--- config.mk ---
export PLATFORM = sky130hd
export DESIGN_NAME = mem_loader_flat
export DESIGN_NICKNAME = d
export VERILOG_FILES = /design/src/rtl/neural_pkg.sv /design/src/rtl/mem_loader_if.sv /design/src/rtl/mem_loader.sv /design/src/flat_wrapper.sv
export SDC_FILE = /design/constraint.sdc
export NUM_CORES = 1
export LEC_CHECK = 0
export ABC_CLOCK_PERIOD_IN_PS = 5300
export BUFFER_PORTS_ARGS = -buffer_cell sky130_fd_sc_hd__buf_2
export CAP_MARGIN = 10
export CELL_PAD_IN_SITES_DETAIL_PLACEMENT = 0
export CELL_PAD_IN_SITES_GLOBAL_PLACEMENT = 1
export CORE_ASPECT_RATIO = 0.5
export CORE_MARGIN = 10
export CORE_UTILIZATION = 43
export DETAILED_ROUTE_END_ITERATION = 16
export GPL_TIMING_DRIVEN = 0
export PLACE_DENSITY_LB_ADDON = 0.1
export SLEW_MARGIN = 30
export SYNTH_ARGS = -nofsm -noshare
export SYNTH_HDL_FRONTEND = slang
export SYNTH_SLANG_ARGS = --single-unit
--- constraint.sdc ---
create_clock -name clk -period 5.3 [get_ports clk]
set_clock_uncertainty 0.2 [all_clocks]
set_input_delay 0.795 -clock clk [delete_from_list [all_inputs] [get_ports clk]]
set_output_delay 0.795 -clock clk [all_outputs]
set_load 0.02 [all_outputs]
--- src/rtl/neural_pkg.sv ---
// Shared widths, word types and loader state encoding for the neural RAM path.
package neural_pkg;

  localparam int MEM_ADDR_W = 11;
  localparam int MEM_DATA_W = 32;

  typedef logic [MEM_ADDR_W-1:0] mem_addr_t;
  typedef logic [MEM_DATA_W-1:0] mem_word_t;

  typedef enum logic [1:0] {
    IDLE = 2'd0,
    LOAD = 2'd1,
    DONE = 2'd2
  } loader_state_t;

endpackage

--- src/rtl/mem_loader_if.sv ---
// Host-side control, input stream and RAM write bus of the memory loader.
interface mem_loader_if
  import neural_pkg::*;
#(
  parameter int ADDR_W = MEM_ADDR_W,
  parameter int DATA_W = MEM_DATA_W
) ();

  logic              start;
  logic [ADDR_W-1:0] base_addr;
  logic [ADDR_W:0]   word_count;
  logic [DATA_W-1:0] in_data;
  logic              in_valid;
  logic              in_ready;
  logic              wr_en;
  logic [ADDR_W-1:0] wr_addr;
  logic [DATA_W-1:0] wr_data;
  logic              busy;
  logic              done;
  logic [DATA_W-1:0] checksum;

  // Host side: issues the load request and streams the words.
  modport master (
    output start, base_addr, word_count, in_data, in_valid,
    input  in_ready, wr_en, wr_addr, wr_data, busy, done, checksum
  );

  // Loader side: consumes the stream and drives the RAM write port.
  modport slave (
    input  start, base_addr, word_count, in_data, in_valid,
    output in_ready, wr_en, wr_addr, wr_data, busy, done, checksum
  );

endinterface

--- src/rtl/mem_loader.sv ---
// Streams host words into the weight RAM at consecutive (wrapping) addresses
// and keeps a running additive checksum of everything written.
module mem_loader
  import neural_pkg::*;
#(
  parameter int ADDR_W = MEM_ADDR_W,
  parameter int DATA_W = MEM_DATA_W
) (
  input  logic         clk,
  input  logic         rst,
  mem_loader_if.slave  bus
);

  localparam logic [1:0] ST_IDLE = IDLE;
  localparam logic [1:0] ST_LOAD = LOAD;
  localparam logic [1:0] ST_DONE = DONE;

  logic [1:0]        state;
  logic [ADDR_W-1:0] base_q;
  logic [ADDR_W:0]   count_q;
  logic [ADDR_W:0]   idx;

  logic              wr_en_p1;
  logic [ADDR_W-1:0] wr_addr_p1;
  logic [DATA_W-1:0] wr_data_p1;
  logic [DATA_W-1:0] checksum_p1;

  logic              accept_p0;
  logic              last_p0;

  // Checksum accumulates modulo 2^DATA_W; carries out of the top bit are dropped.
  function automatic logic [DATA_W-1:0] checksum_add(input logic [DATA_W-1:0] acc,
                                                     input logic [DATA_W-1:0] word);
    checksum_add = acc + word;
  endfunction

  // Stage p0: acceptance and last-word detection from the current state.
  always_comb begin
    accept_p0 = (state == ST_LOAD) && bus.in_valid;
    last_p0   = (idx == count_q - (ADDR_W+1)'(1));
  end

  // State machine, index bookkeeping and the registered write port.
  always_ff @(posedge clk) begin
    if (rst) begin
      state       <= ST_IDLE;
      base_q      <= '0;
      count_q     <= '0;
      idx         <= '0;
      wr_en_p1    <= 1'b0;
      wr_addr_p1  <= '0;
      wr_data_p1  <= '0;
      checksum_p1 <= '0;
    end else begin
      wr_en_p1 <= 1'b0;
      case (state)
        ST_IDLE: begin
          if (bus.start) begin
            base_q      <= bus.base_addr;
            count_q     <= bus.word_count;
            idx         <= '0;
            checksum_p1 <= '0;
            state       <= (bus.word_count != '0) ? ST_LOAD : ST_DONE;
          end
        end
        ST_LOAD: begin
          // Stage p1: accepted word becomes a RAM write one cycle later.
          if (accept_p0) begin
            wr_en_p1    <= 1'b1;
            wr_addr_p1  <= base_q + idx[ADDR_W-1:0];
            wr_data_p1  <= bus.in_data;
            checksum_p1 <= checksum_add(checksum_p1, bus.in_data);
            idx         <= idx + (ADDR_W+1)'(1);
            if (last_p0) state <= ST_DONE;
          end
        end
        ST_DONE: state <= ST_IDLE;
        default: state <= ST_IDLE;
      endcase
    end
  end

  assign bus.in_ready = (state == ST_LOAD);
  assign bus.busy     = (state == ST_LOAD);
  assign bus.done     = (state == ST_DONE);
  assign bus.wr_en    = wr_en_p1;
  assign bus.wr_addr  = wr_addr_p1;
  assign bus.wr_data  = wr_data_p1;
  assign bus.checksum = checksum_p1;

endmodule

--- src/flat_wrapper.sv ---
// flat-port wrapper written by rule: the top's interface ports become plain ports
module mem_loader_flat import neural_pkg::*;
#(
  parameter int ADDR_W = MEM_ADDR_W,
  parameter int DATA_W = MEM_DATA_W
)
  (clk, rst, bus_start, bus_base_addr, bus_word_count, bus_in_data, bus_in_valid, bus_in_ready, bus_wr_en, bus_wr_addr, bus_wr_data, bus_busy, bus_done, bus_checksum);
  mem_loader_if #(.ADDR_W(ADDR_W), .DATA_W(DATA_W)) bus_i ();
  input  logic clk;
  input  logic rst;
  input wire logic [$bits(bus_i.start)-1:0] bus_start;
  input wire logic [$bits(bus_i.base_addr)-1:0] bus_base_addr;
  input wire logic [$bits(bus_i.word_count)-1:0] bus_word_count;
  input wire logic [$bits(bus_i.in_data)-1:0] bus_in_data;
  input wire logic [$bits(bus_i.in_valid)-1:0] bus_in_valid;
  output wire logic [$bits(bus_i.in_ready)-1:0] bus_in_ready;
  output wire logic [$bits(bus_i.wr_en)-1:0] bus_wr_en;
  output wire logic [$bits(bus_i.wr_addr)-1:0] bus_wr_addr;
  output wire logic [$bits(bus_i.wr_data)-1:0] bus_wr_data;
  output wire logic [$bits(bus_i.busy)-1:0] bus_busy;
  output wire logic [$bits(bus_i.done)-1:0] bus_done;
  output wire logic [$bits(bus_i.checksum)-1:0] bus_checksum;
  assign bus_i.start = bus_start;
  assign bus_i.base_addr = bus_base_addr;
  assign bus_i.word_count = bus_word_count;
  assign bus_i.in_data = bus_in_data;
  assign bus_i.in_valid = bus_in_valid;
  assign bus_in_ready = bus_i.in_ready;
  assign bus_wr_en = bus_i.wr_en;
  assign bus_wr_addr = bus_i.wr_addr;
  assign bus_wr_data = bus_i.wr_data;
  assign bus_busy = bus_i.busy;
  assign bus_done = bus_i.done;
  assign bus_checksum = bus_i.checksum;
  mem_loader #(.ADDR_W(ADDR_W), .DATA_W(DATA_W)) u_core (.clk(clk), .rst(rst), .bus(bus_i));
endmodule
Yosys cells after proc, flatten, opt, wreduce, memory -nomap -nowiden
Index checks and enable logic that the tools add are counted.
W data, S select, Z words.

word-level totals
  ROM bits = 0
  bits in writable memories = 0
  output and inout port bits = 79
  latch bits = 0
  flip-flop bits (word level) = 113
  memories kept = 0
  input port bits = 59

cells by class
  bitwise gates (word level) = 1
  shifts and indexed selects = 0
  $lt $le $gt $ge = 0
  eq/ne operators = 6
  divide/modulo/power cells = 0
  muxes and demuxes = 12
  multipliers = 0
  $add $sub $neg = 4
  reduce and logical (&&, ||, !) cells = 9

operator list
  operator                 count
  $mux W32                 2
  $pmux W32 S2             1
  $add A32 B32 Y32         1
  $mux W12                 2
  $pmux W12 S2             1
  $add A12 B1 Y12 const B  1
  $eq A12 B12 Y1           1
  $reduce_bool A12 Y1      1
  $sub A12 B1 Y12 const B  1
  $add A11 B11 Y11         1
  $mux W2                  4
  $reduce_and A3 Y1        2
  $ne A2 B1 Y1 const B     2
  $pmux W2 S2              1
  $reduce_and A2 Y1        2
  $eq A2 B1 Y1 const B     1
  $eq A2 B2 Y1 const B     1
  $logic_not A2 Y1         1
  $ne A2 B2 Y1 const B     1
  $reduce_bool A2 Y1       1
  $reduce_or A2 Y1         1
  $logic_and A1 B1 Y1      1
  $mux W1                  1
  $not A1 Y1               1

Logic depth before layout (Yosys ltp)
Gate-level depths: netlist of the first run.

  depth after elaboration = 5
  gate-level depth with buffers = 11

Least setup slack after synthesis of the first run
No wires, ideal clock.

  path kind = in2reg
  start point = input bus_in_data[0]
  end point = register u_core.checksum_p1[28] (netlist: u_core.bus.checksum[28])
  library setup time = 0.117 ns
  data arrival time = 2.886 ns
  cell stages on the path = 9
  buffers on the path = 0
  path slack = 2.096 ns
  path through = ha_1 > fa_1 > a211oi_2 > o21ai_2 > o2111a_2 > o211ai_2 > a211oi_1 > or3_1 > a32o_1

between the ends
  longest elaborated chain between the ends = 3

RTL lines
  element                 RTL line            source
  start: declaration      flat_wrapper.sv:14  input wire logic [$bits(bus_i.in_data)-1:0] bus_in_data;
  $add A32 B32 Y32        mem_loader.sv:34    checksum_add = acc + word;
  $mux W32                mem_loader.sv:68    if (accept_p0) begin
  $pmux W32 S2            mem_loader.sv:56    case (state)
  end signal: assignment  mem_loader.sv:72    checksum_p1 <= checksum_add(checksum_p1, bus.in_data);
  end: declaration        mem_loader.sv:26    logic [DATA_W-1:0] checksum_p1;

Every way passes these cells. The select of a mux whose other input is x is not followed.
A chain may end at the register's enable or synchronous reset.

Worst setup path after layout of the first run
Ends and elaborated chain as after synthesis.

==> results of run 1 <==
-- cells by family (layout without fill, tap and decap cells) --
family / Yosys count / after routing / share of synthesized area, %
AO/OA/AOI/OAI: 249 / 249 / 24.2
XOR/XNOR: 44 / 44 / 5.88
adder cells (fa/ha/maj): 45 / 45 / 8.83
buffers and inverters: 56 / 225 / 3.97
flip-flops: 113 / 113 / 34.5
multiplexers: 3 / 3 / 0.458
AND/OR/NAND/NOR: 318 / 318 / 22.1
-- power by group through the flow --
stage | logic, uW | clock network, uW | registers [uW]
floorplan | 241 | 0 | 956
CTS | 399 | 1320 | 915
detailed placement | 398 | 0 | 933
finish | 399 | 1300 | 915
global placement | 393 | 0 | 932
global route | 441 | 1360 | 919
-- Yosys cell counts, types with 11 or more instances --
library cell and instances:
a211oi_1 13, a21o_1 13, a21oi_1 105, clkbuf_1 30, dfxtp_1 113, ha_1 43
inv_1 15, nand2_1 166, nand3_1 23, nand4_1 13, nor2_1 48, nor3_1 12
o21a_1 11, o21ai_0 36, xnor2_1 22, xor2_1 22
-- worst reg2reg max path, cell delays in order (launching register included) --
cell	delay (ns)
dfxtp_1	0.32
ha_1	0.25
fa_1	0.45
a211oi_2	0.28
o21ai_2	0.12
o2111a_2	0.35
o211ai_2	0.29
a211oi_1	0.15
or3_1	0.32
a32o_1	0.24
-- stage by stage --
step           cell area [um^2]  worst slack (ns)
6_report                   8150              2.06
5_1_grt                    8150              1.99
4_1_cts                    8150              2.08
3_5_place_dp               7490              1.68
3_3_place_gp               7480              1.67
2_1_floorplan              6550              2.10
-- registers in the layout, summed over array words and instances (netlist names) --
| signal | count |
|---|---|
| u_core.bus.wr_addr | 11 |
| u_core.state | 2 |
| u_core.bus.checksum | 32 |
| u_core.idx | 12 |
| u_core.bus.wr_data | 32 |
| u_core.count_q | 12 |
| u_core.bus.wr_en | 1 |
| u_core.base_q | 11 |
-- area by class of cell --
type	count	area share (%)
plain buffers	40	2.46
clock buffers	18	5.39
clock inverters	14	2.78
inverters	16	0.737
multi-input cells	659	49.5
flip-flops and latches	113	27.7
well taps	198	3.04
repair buffers	137	8.41
-- routing by layer --
metal | global-route usage [%] | share of wire [%]
met3 | 4.07 | 5.0
met4 | 4.31 | 0.63
met1 | 25.3 | 48
met5 | 0 | 0
met2 | 31.6 | 46
-- how the worst max path moves through the flow --
stage	startpoint	to	cells after the start
6_report	bus_in_data[0]	u_core.bus.checksum[28]$_SDFFE_PP0P_	10
4_1_cts	bus_in_data[0]	u_core.bus.checksum[28]$_SDFFE_PP0P_	10
5_1_grt	bus_in_data[0]	u_core.bus.checksum[28]$_SDFFE_PP0P_	10
2_1_floorplan	bus_in_data[0]	u_core.bus.checksum[28]$_SDFFE_PP0P_	9
3_3_place_gp	bus_in_data[0]	u_core.bus.checksum[28]$_SDFFE_PP0P_	10
3_5_place_dp	bus_in_data[0]	u_core.bus.checksum[28]$_SDFFE_PP0P_	10
==> out/results.ini, run 1 <==
[status]
outcome=finished, final reports clean

[critical_path]
crit_type=input pin to register
cp_cell_sequence=buf_2, ha_1, fa_1, a211oi_2, o21ai_2, o2111a_2, o211ai_2, a211oi_1, or3_1, a32o_1
reg2reg_depth=9
r2r_start=u_core.bus.checksum[0]$_SDFFE_PP0P_
crit_path_end_kind=register
reg2reg_slack_ns=2.24
cp-start-kind=input pin
critPathArrivalTime_ns=3.34
worst_r2r_endpoint=u_core.bus.checksum[28]$_SDFFE_PP0P_
max_stage_delay_ns=0.45
path_max_fanout=5
required_ns=5.41
crit_family=compound AO/OA/AOI/OAI gates
slowest_stage=fa_1
critPathBufInv=1

[timing]
hold_ws_ns=0.249
hold_violations=0
tightest_slew_ns=0.663
max_freq_ghz=0.309
period_minus_slack_ns=3.24
slew_viol_final=0
rsz0062_at_grt=false
post-route-period-util_pct=61.1
finalSetupViolCount=0
slew_headroom_pct=55.8
tns_ns=0

[yosys]
synth.avg_cell_area_um2=7.91
synthFlopType=dfxtp_1
synth.top_cell.area_share_pct=34.5
yosysTopAreaCell=dfxtp_1
synth_warnings=0
ys_seq_area_share_pct=34.5
async_flop_share_pct=0
yosys.cell_types.count=74
yosys-top-cells-area=dfxtp_1 35%, nand2_1 9.5%, ha_1 8.2%
synthCells=828
netlist_area_um2=6550
yosys_register_bits=113
synth-edff-count=0
syn_nets=932

[global_routing]
antenna_found_initial=0
grt_pass1_wl_um=32700
grt_pass1_vias=6067
gr-total-overflow=0
grt_start_max_net_pins=17
grtUsageTotal_pct=19.2

[flow_run]
drv_cap=0

[detailed_routing]
vias_per_cell=5.43
routedWlPerCell_um=17.5
post-route-drc-count=0
first_iter_violations=331
vias=6492
ant_nets=0
drt_wl_total_um=20900
first_pass_iters=5

[pwr]
share_comb_of_total_power_pct=15.2
pwr-share-clk_pct=49.7
power_density_nw_per_um2=320
power.net_switching_uw=724
seqPwrFrac_pct=35.0
p_leak_uw=0.00360
switching_share_pct=27.7
power_uw=2610
irDropWorstVdd_uv=226
p_int_uw=1890

[min_path]
holdPathStages=2
hold_class=register to register
min_to=u_core.bus.wr_data[19]$_SDFFE_PP0P_
min_from=u_core.bus.wr_data[19]$_SDFFE_PP0P_

[cts]
clkTransAtPathRegs_ns=0.06
post_cts_buffers=0
clk_latency_ns=0.41
numCtsBuffers=17
root_buffer=clkbuf_16
cts.sinks=113
cts_tree=yes
postCtsHoldBufs=0
htree_levels=4
clockBufferDepth=2
postCtsResizedCells=0

[cells_and_area]
antennaDiodeCount=0
drive_gt1_share_pct=20.2
multiInputGateArea_um2=4030
num-nets-final=1088
layout_commonest_cell=nand2_1
syn2layout_area_growth_pct=24.5
layoutNonFillerInstCount=1195
fillers=1475
final-seq-area_um2=2260
final_util_pct=55.5
layout_common_cells=166 x nand2_1, 138 x buf_2, 113 x dfxtp_1

[die]
die-area_um2=20900
initial_utilization_pct=44.6
core_um2=14700
die_x_um=195
die_h_um=107
core.rowCount=31
ios=138

[place]
portBuffers=137
gp_congestion=0.891
dp_cells=1163
dpl.hpwl_um=16400

Note: power is estimated with default switching activity, not from simulation.
==> inputs of run 2 (changes only) <==
- ABC_CLOCK_PERIOD_IN_PS: 5300 -> 3400
- CORE_UTILIZATION: 43 -> 40
- clock period: 5.3 -> 3.4 ns (I/O delays scaled with it)
==> run 2 against run 1 <==
- first-iteration DRC count is 28% higher
- register-to-register slack worse by 1.9 ns
- worst hold slack worse by 0.12 ns
- largest power group unchanged
- wire length is 2.1% higher
- total power is 49% higher
- final area is 0.51% lower
- non-clock buffer count stayed put
- sequential share of layout area is 0.14 points higher
- core utilization is 3.9 points lower
- final cell count is 1.9% higher
- critical path depth is 1 lower
- flip-flop and latch count stayed put
==> out/results.ini, run 2 (synthesized netlist as in run 1, its figures left out) <==
[status]
outcome=finished, final reports clean

[place]
portBuffers=137
pre_cts_ws_ns=0.0587
gp_congestion=0.869
dp_cells=1186
dpl.hpwl_um=16700

[global_routing]
grtUsageTotal_pct=18.7
use_met3_pct=4.05
met2_usage_pct=30.6
grt_pass1_wl_um=34000
busiest_layer=met2
gr-total-overflow=0
grt_pass1_vias=6306
use_met1_pct=24.6
grt_start_max_net_pins=17
antenna_found_initial=0

[cts]
numCtsBuffers=17
postCtsResizedCells=0
cts.sinks=113
clk_latency_ns=0.42
root_buffer=clkbuf_16
clkTransAtPathRegs_ns=0.06
postCtsHoldBufs=0
post_cts_buffers=0
clockBufferDepth=2
cts_tree=yes
htree_levels=4

[cells_and_area]
antennaDiodeCount=0
layoutNonFillerInstCount=1218
num-nets-final=1088
layout_commonest_cell=nand2_1
syn2layout_area_growth_pct=23.9
drive_gt1_share_pct=20.0
layout_common_cells=166 x nand2_1, 138 x buf_2, 113 x dfxtp_1
fillers=1599

[timing]
tns_ns=0
post-route-period-util_pct=90.7
finalSetupViolCount=0
slew_headroom_pct=55.2
max_freq_ghz=0.324
rsz0062_at_grt=false
hold_violations=0
period_minus_slack_ns=3.08
tightest_slew_ns=0.670
setup_ws_ns=0.316
hold_ws_ns=0.124
slew_viol_final=0

[pwr]
power_uw=3880
power_density_nw_per_um2=478
irDropWorstVdd_uv=410
p_leak_uw=0.00357

[critical_path]
crit_type=register to register
cp_cell_sequence=ha_1, fa_1, a211oi_2, o21ai_2, o2111a_2, o211ai_2, a211oi_1, or3_1, a32o_1
crit_family=compound AO/OA/AOI/OAI gates
slowest_stage=fa_1
critPathArrivalTime_ns=3.19
critPathBufInv=0
path_max_fanout=5
cp-start-kind=register
required_ns=3.51
crit_path_end_kind=register
max_stage_delay_ns=0.45

[detailed_routing]
vias_per_cell=5.38
first_iter_violations=425
ant_nets=0
routedWlPerCell_um=17.5
drt_wl_total_um=21300
first_pass_iters=5
vias=6547
post-route-drc-count=0

[min_path]
hold_class=input pin to register

[die]
die-area_um2=22200
ios=138
core.rowCount=32
die_x_um=201
core_um2=15700
die_h_um=110
initial_utilization_pct=41.6

[flow_run]
drv_cap=0

run 2: cell count changes in the layout (fill, tap and decap cells not counted), sizes merged:
cell and delta:
inv -3, clkinv +3, clkinvlp +1, bufinv -2, clkbuf +1
run 2: path summary, 6_finish.rpt:
check	from	to	slack [ns]	depth (start not counted)
min reg2reg	u_core.bus.wr_data[18]$_SDFFE_PP0P_	u_core.bus.wr_data[18]$_SDFFE_PP0P_	0.25	2
max reg2reg	u_core.bus.checksum[0]$_SDFFE_PP0P_	u_core.bus.checksum[28]$_SDFFE_PP0P_	0.32	9
min	bus_base_addr[2]	u_core.base_q[2]$_SDFFE_PP0P_	0.12	3
max	u_core.bus.checksum[0]$_SDFFE_PP0P_	u_core.bus.checksum[28]$_SDFFE_PP0P_	0.32	9
run 2: layout make-up:
type	count	area (um^2)	area share [%]
clock buffer	19	433	5.34
inverter	16	60.1	0.740
clock inverter	13	163	2.00
buffer	40	200	2.47
multi-input combinational	659	4030	49.7
sequential	113	2260	27.9
timing repair buffer	137	686	8.45
tap	221	277	3.41
run 2: worst register-to-register path: stages, from the launching register on:
cell	delay, ns
dfxtp_1	0.32
ha_1	0.25
fa_1	0.45
a211oi_2	0.28
o21ai_2	0.12
o2111a_2	0.35
o211ai_2	0.30
a211oi_1	0.14
or3_1	0.32
a32o_1	0.25
run 2: layer usage:
| metal | up-vias | share of wire (%) |
|---|---|---|
| met5 | - | 0 |
| met4 | 0 | 0.84 |
| met3 | 18 | 5.2 |
| met1 | 3081 | 48 |
| met2 | 173 | 46 |
| li1 | 3275 | - |
run 2: stage by stage:
stage	cell area [um^2]	utilization [%]
3_3_place_gp	7510	47.7
4_1_cts	8110	51.6
2_1_floorplan	6550	-
3_5_place_dp	7520	47.8
6_report	8110	51.6
5_1_grt	8110	51.6
run 2: report_power, final:
group          switching [uW]  internal, uW  total, uW
logic                     394           231        625
clock network             678          1150       1830
registers                44.8          1380       1430
total                    1120          2760       3880
